$ cat src/rtl/cavlc_write_run_befores_pkg.sv
// Shared state encoding and width constants for the CAVLC run_before writer.
package cavlc_write_run_befores_pkg;

  typedef enum logic [1:0] {
    ST_IDLE = 2'd0,
    ST_SCAN = 2'd1,
    ST_RUN  = 2'd2,
    ST_DONE = 2'd3
  } rb_state_e;

  localparam int MAX_COEFF_LUMA = 16;
  localparam int MAX_COEFF_AC   = 15;
  localparam int MAX_COEFF_CDC  = 4;
  localparam int NUM_COEFF      = 16;
  localparam int CODE_W         = 11;
  localparam int LEN_W          = 4;

endpackage

$ cat src/rtl/cavlc_write_run_befores_vlc.sv
// Combinational run_before codeword table indexed by (zeros_left, run).
module cavlc_run_before_vlc
  import cavlc_write_run_befores_pkg::*;
(
  input  logic [3:0]        zeros_left,
  input  logic [3:0]        run,
  output logic [CODE_W-1:0] code,
  output logic [LEN_W-1:0]  len
);

  logic [2:0] v;
  logic [3:0] l;

  always_comb begin
    v = '0;
    l = '0;
    // Pairs with run > zeros_left, or zeros_left == 0, stay at len 0.
    if (run <= zeros_left) begin
      case (zeros_left)
        4'd0: begin end
        4'd1: {v, l} = {2'b00, ~run[0], 4'd1};
        4'd2: case (run)
          4'd0:    {v, l} = {3'd1, 4'd1};
          4'd1:    {v, l} = {3'd1, 4'd2};
          default: {v, l} = {3'd0, 4'd2};
        endcase
        4'd3: {v, l} = {1'b0, 2'd3 - run[1:0], 4'd2};
        4'd4: case (run)
          4'd0:    {v, l} = {3'd3, 4'd2};
          4'd1:    {v, l} = {3'd2, 4'd2};
          4'd2:    {v, l} = {3'd1, 4'd2};
          4'd3:    {v, l} = {3'd1, 4'd3};
          default: {v, l} = {3'd0, 4'd3};
        endcase
        4'd5: case (run)
          4'd0:    {v, l} = {3'd3, 4'd2};
          4'd1:    {v, l} = {3'd2, 4'd2};
          4'd2:    {v, l} = {3'd3, 4'd3};
          4'd3:    {v, l} = {3'd2, 4'd3};
          4'd4:    {v, l} = {3'd1, 4'd3};
          default: {v, l} = {3'd0, 4'd3};
        endcase
        4'd6: case (run)
          4'd0:    {v, l} = {3'd3, 4'd2};
          4'd1:    {v, l} = {3'd0, 4'd3};
          4'd2:    {v, l} = {3'd1, 4'd3};
          4'd3:    {v, l} = {3'd3, 4'd3};
          4'd4:    {v, l} = {3'd2, 4'd3};
          4'd5:    {v, l} = {3'd5, 4'd3};
          default: {v, l} = {3'd4, 4'd3};
        endcase
        default: begin
          // Long runs become a zero prefix terminated by a single 1.
          if (run <= 4'd6) begin
            v = 3'(4'd7 - run);
            l = 4'd3;
          end else if (run <= 4'd14) begin
            v = 3'd1;
            l = run - 4'd3;
          end
        end
      endcase
    end
  end

  assign code = CODE_W'(v);
  assign len  = l;

endmodule

$ cat src/rtl/cavlc_write_run_befores.sv
// CAVLC run_before writer: scans a latched block, then streams one codeword per handshake.
// Optional CAVLC_RB_BITCNT_EN adds a bit_count output totalling the emitted bits.
module cavlc_write_run_befores
  import cavlc_write_run_befores_pkg::*;
#(
  parameter int MAX_COEFF = 16,
  parameter int LEVEL_W   = 9
) (
  input  logic                         clk,
  input  logic                         rst,
  input  logic                         ena,
  input  logic                         start,
  input  logic [NUM_COEFF*LEVEL_W-1:0] coeff_bus,
  output logic [CODE_W-1:0]            code_out,
  output logic [LEN_W-1:0]             len_out,
  output logic                         out_valid,
  input  logic                         out_ready,
  output logic [4:0]                   total_coeff_out,
  output logic [3:0]                   total_zeros_out,
  output logic                         busy,
  output logic                         done
`ifdef CAVLC_RB_BITCNT_EN
  ,
  output logic [7:0]                   bit_count
`endif
);

  rb_state_e             state_q, state_d;
  logic [NUM_COEFF-1:0]  bus_nz, nz_mask;
  logic [3:0]            last_idx, tz_cnt, nxt_idx, run_len, zl_next;
  logic [4:0]            tc_cnt;
  logic [3:0]            pos_q, zeros_left_q;
  logic [4:0]            remain_q;
  logic [CODE_W-1:0]     vlc_code;
  logic [LEN_W-1:0]      vlc_len;
  logic                  hs;

  always_comb begin
    bus_nz = '0;
    for (int k = 0; k < NUM_COEFF; k++)
      if (k < MAX_COEFF) bus_nz[k] = |coeff_bus[LEVEL_W*k +: LEVEL_W];
  end

  // Scan stage: last nonzero index and nonzero count of the latched block.
  always_comb begin
    last_idx = '0;
    tc_cnt   = '0;
    for (int k = 0; k < NUM_COEFF; k++) begin
      if (nz_mask[k]) begin
        last_idx = 4'(k);
        tc_cnt   = tc_cnt + 5'd1;
      end
    end
    tz_cnt = (tc_cnt == 5'd0) ? 4'd0 : 4'({1'b0, last_idx} + 5'd1 - tc_cnt);
  end

  // Run stage: next lower nonzero coefficient and the zero run in between.
  always_comb begin
    nxt_idx = '0;
    for (int k = 0; k < NUM_COEFF; k++)
      if (nz_mask[k] && (4'(k) < pos_q)) nxt_idx = 4'(k);
    run_len = pos_q - nxt_idx - 4'd1;
    zl_next = zeros_left_q - run_len;
  end

  cavlc_run_before_vlc u_vlc (
    .zeros_left (zeros_left_q),
    .run        (run_len),
    .code       (vlc_code),
    .len        (vlc_len)
  );

  assign out_valid = (state_q == ST_RUN);
  assign busy      = (state_q != ST_IDLE);
  assign done      = (state_q == ST_DONE);
  assign code_out  = out_valid ? vlc_code : '0;
  assign len_out   = out_valid ? vlc_len  : '0;
  assign hs        = out_valid && out_ready && ena;

  always_ff @(posedge clk or posedge rst) begin
    if (rst) state_q <= ST_IDLE;
    else     state_q <= state_d;
  end

  always_comb begin
    state_d = state_q;
    case (state_q)
      ST_IDLE: if (start && ena) state_d = ST_SCAN;
      ST_SCAN: if (ena) state_d = (tc_cnt <= 5'd1 || tz_cnt == 4'd0) ? ST_DONE : ST_RUN;
      ST_RUN:  if (hs && (zl_next == 4'd0 || remain_q == 5'd2)) state_d = ST_DONE;
      ST_DONE: if (ena) state_d = ST_IDLE;
      default: state_d = ST_IDLE;
    endcase
  end

  always_ff @(posedge clk or posedge rst) begin
    if (rst) begin
      nz_mask         <= '0;
      pos_q           <= '0;
      zeros_left_q    <= '0;
      remain_q        <= '0;
      total_coeff_out <= '0;
      total_zeros_out <= '0;
`ifdef CAVLC_RB_BITCNT_EN
      bit_count       <= '0;
`endif
    end else if (ena) begin
      case (state_q)
        ST_IDLE: if (start) nz_mask <= bus_nz;
        ST_SCAN: begin
          total_coeff_out <= tc_cnt;
          total_zeros_out <= tz_cnt;
          pos_q           <= last_idx;
          zeros_left_q    <= tz_cnt;
          remain_q        <= tc_cnt;
`ifdef CAVLC_RB_BITCNT_EN
          bit_count       <= '0;
`endif
        end
        ST_RUN: if (out_ready) begin
          pos_q        <= nxt_idx;
          zeros_left_q <= zl_next;
          remain_q     <= remain_q - 5'd1;
`ifdef CAVLC_RB_BITCNT_EN
          bit_count    <= bit_count + 8'(len_out);
`endif
        end
        default: begin end
      endcase
    end
  end

endmodule

$ cat config.mk
export PLATFORM = sky130hd
export DESIGN_NAME = cavlc_write_run_befores
export DESIGN_NICKNAME = d
export VERILOG_FILES = /design/src/rtl/cavlc_write_run_befores_pkg.sv /design/src/rtl/cavlc_write_run_befores_vlc.sv /design/src/rtl/cavlc_write_run_befores.sv
export SDC_FILE = /design/constraint.sdc
export NUM_CORES = 1
export LEC_CHECK = 0
export BUFFER_PORTS_ARGS = -buffer_cell sky130_fd_sc_hd__buf_2
export CAP_MARGIN = 20
export CORE_ASPECT_RATIO = 0.9
export CORE_UTILIZATION = 40
export DETAILED_ROUTE_END_ITERATION = 7
export HOLD_SLACK_MARGIN = 0.08
export PLACE_DENSITY_LB_ADDON = 0.08
export REMOVE_ABC_BUFFERS = 1
export SLEW_MARGIN = 20
export SYNTH_ARGS = -nofsm -noshare
export SYNTH_HDL_FRONTEND = slang
export SYNTH_SLANG_ARGS = --single-unit
export TNS_END_PERCENT = 30
$ cat constraint.sdc
create_clock -name clk -period 8.7 [get_ports clk]
set_input_delay 0.435 -clock clk [delete_from_list [all_inputs] [get_ports clk]]
set_output_delay 0.435 -clock clk [all_outputs]
set_load 0.01 [all_outputs]
==> summary.md <==
| Metric | Value |
|---|---|
| Status | finished clean |
| Vias in the first global route | approximately 5700 |
| DP Cell Count | between 1000 and 1500 |
| Hpwl dp | 12800 um |
| TritonCTS buffer count | 5 |
| Skew-Pair Late Insertion Delay | roughly 300 ps |
| Syn Inst Count | ~740 |
| Number of diodes | 0 |
| DRT Pass-1 Iters | 5 |
| Crit path largest cell delay | around 400 ps |
| Pin count of the biggest net entering global routing | 41 |
| Yosys reg bits | 40 |
| Synth top area share | approximately 17% |
| GR Util met3 | under 10% |
| Synth top area cells | dfrtp_1 17%, ha_1 7.9%, nand2_1 5.8%, xnor2_1 4.8%, a21oi_1 3.8% |
| Max-slew violations | 0 |
| Critical path's top delay family | adder cells |
| Busiest grt layer | met2 |
| GR Util met2 | around 39% |
| H-tree Lvls | 2 |
| Worst-margin pin slew | ~1000 ps |
| Initial antenna violation count | 1 |
| Post-synth EDFFs | 0 |
| Height of the die | 117 um |
| Max-cap violations | 0 |
| Die width | between 100 and 150 um |
| Crit path buffers/inverters | 7 |
| Core ar. | approximately 14000 sq um |
| Post-Route Setup TNS | 0 ps |
| Most used cell, CP | ha_4 |
| # clock sinks | 40 |
| Synth unique cells | 87 |
| Critical path arrival | around 8700 ps |
| RSZ-0062 raised after global routing | yes |
| Final period util | around 98% |
| Setup WS post-layout | between 150 and 200 ps |
| Residual DRC count | 0 |
| CTS tree | done |
| Initial DRC Count | ~300 |
| Row count | between 40 and 50 |
| CP Capture Type | register |
| RePlAce Congestion | a little over 0.9 |
| Ys flop type | dfrtp_1 |
| Fraction of registers with async set/reset | 100% |
| Layout cells sized above 1 | 35.3% |
| Routed WL | 17100 um |
| Placed inst area | roughly 7000 sq um |
| Clock Tree Buf Depth | 2 |
| Grt met1 use | a little under 30% |
| HP Class | in -> async |
| Critical Path Start Type | register |
| Clock root cell | clkbuf_16 |
| WP data required | 8870 ps |
| Final Setup Violations | 0 |
| Layout Cells excl Fill | 1119 |
| CP Max Fanout | 6 |
| Layout Nets | 1114 |
| Crit path time final | 8530 ps |
| Top Ports | approximately 180 |
| Dpl ws | -373 ps |
| CTS Hold Bufs | 0 |
| Routed Antenna Nets | 0 |
| Post-Syn Area | just under 6000 sq um |
| Ys Warns | 0 |
| Slew headroom | between 30% and 40% |
| Syn_area_per_cell | between 7 and 8 sq um |
| Seq/Total Area, Yosys | between 15 and 20% |
| Area Overhead vs Synth | 30.2% |
| Tot GR Track Use | approximately 22% |
| Crit Path Class | reg -> reg |
| Grt ovf | 0 |
| CP max-delay cell | dfrtp_1 |
| Die ar. | roughly 15000 sq um |
| Via density | around 5.5 |
| Starting Density | just over 40% |
| Wire per inst | between 15 and 20 um |
| Clock Skews | 8.60 ps |
| Final hold violation count | 0 |
| First-pass GRT wire length | 26800 um |
| Port-buffer cells | about 170 |
| DR vias | about 6000 |
| Clock-pin slew of the registers on the worst-case setup and hold paths | 70 ps |
| Fmax | about 120 MHz |
| Final Cell Area | ~7600 sq um |
| Top cell type by total area after synthesis | dfrtp_1 |
## registers in the layout (all words and copies together), names as in the netlist
register         flops
state_q              2
total_zeros_out      4
pos_q                4
total_coeff_out      5
remain_q             5
zeros_left_q         4
nz_mask             16
## repair_timing
action | 4_1_cts | 5_1_grt
pin swaps | 16 | 42
setup endpoints to repair | 9 | 10
setup buffers | 7 | 10
resized for setup | 20 | 46
## cell usage after synthesis, types with 6 or more instances
cell and n:
nor4_1 17, and2_1 8, nor3_1 30, a22oi_1 13, o21ai_0 40, o22ai_1 8
nand2_1 90, nand2b_1 7, a21o_1 7, a211oi_1 8, a31oi_1 13, nand3_1 19
and3_1 6, dfrtp_1 40, buf_2 7, nor2_1 46, mux2i_1 12, xor2_1 19
a21oi_1 44, clkbuf_1 32, nor3b_1 7, o31ai_1 7, inv_1 41, xnor2_1 32
or4_1 18, ha_1 37, buf_4 9
## cells in the final DEF (no fill, tap or decap), types with 8 or more instances in the layout
| cell type | count |
|---|---|
| buf_2 | 167 |
| nand2_1 | 87 |
| buf_4 | 50 |
| nor2_1 | 44 |
| a21oi_1 | 43 |
| dfrtp_1 | 39 |
| o21ai_0 | 36 |
| inv_1 | 35 |
| nor3_1 | 30 |
| xnor2_1 | 27 |
| ha_1 | 22 |
| or4_1 | 18 |
| nand3_1 | 17 |
| nor4_1 | 17 |
| xor2_1 | 16 |
| a22oi_1 | 13 |
| ha_4 | 12 |
| a31oi_1 | 11 |
| xnor2_2 | 10 |
| mux2i_1 | 10 |
| and2_1 | 8 |
| inv_2 | 8 |
| a211oi_1 | 8 |
| conb_1 | 8 |
## logic make-up after synthesis
kind of cell	share of synthesized area, %
and+or+nand+nor	23.8
buffers and inverters	7.44
xor gates and xnor gates	15.0
adders and majority gates	9.08
muxes	3.58
AOI/OAI and AO/OA	24.0
DFF	17.1
other	0.0639
## metal layers
metal | vias to the layer above | share of wire, %
met5 | - | 0
met4 | 0 | 1.2
met3 | 21 | 5.1
met2 | 210 | 47
met1 | 2875 | 46
li1 | 3055 | -
## per-stage QoR
step / hold slack (ps) / util [%]
floorplan: 475 / -
global placement: 460 / 49.3
detailed placement: 466 / 49.3
CTS: 289 / 51.7
global route: 327 / 54.0
finish: 269 / 54.0
## path summary, 6_finish.rpt
| kind | from | end | slack [ps] | cells after the start |
|---|---|---|---|---|
| min | rst | nz_mask[2] | 270 | 3 |
| min in group clk | coeff_bus[83] | nz_mask[9] | 400 | 3 |
| max in group asynchronous | rst | remain_q[1] | 8020 | 3 |
| max reg2reg | nz_mask[1] | state_q[0] | 170 | 48 |
| max | nz_mask[1] | state_q[0] | 170 | 48 |
| min reg2reg | total_coeff_out[0] | total_coeff_out[0] | 470 | 2 |
## worst min-delay path, stage by stage
cell and delay, ps:
buf_2 100, clkinv_1 30, buf_4 460
## layout make-up
type                    instances  area, sq um
well taps                     193          241
repair buffers                221         1250
multi-input cells             612         4820
fillers                      1353         6520
clock inverters                 2         35.0
flip-flops and latches         40         1000
clock buffers                   6          129
inverters                      45          169
Power is left out: the tool's default activity adds up to more than one toggle a clock period on the data nets, which glitch-free logic cannot reach.
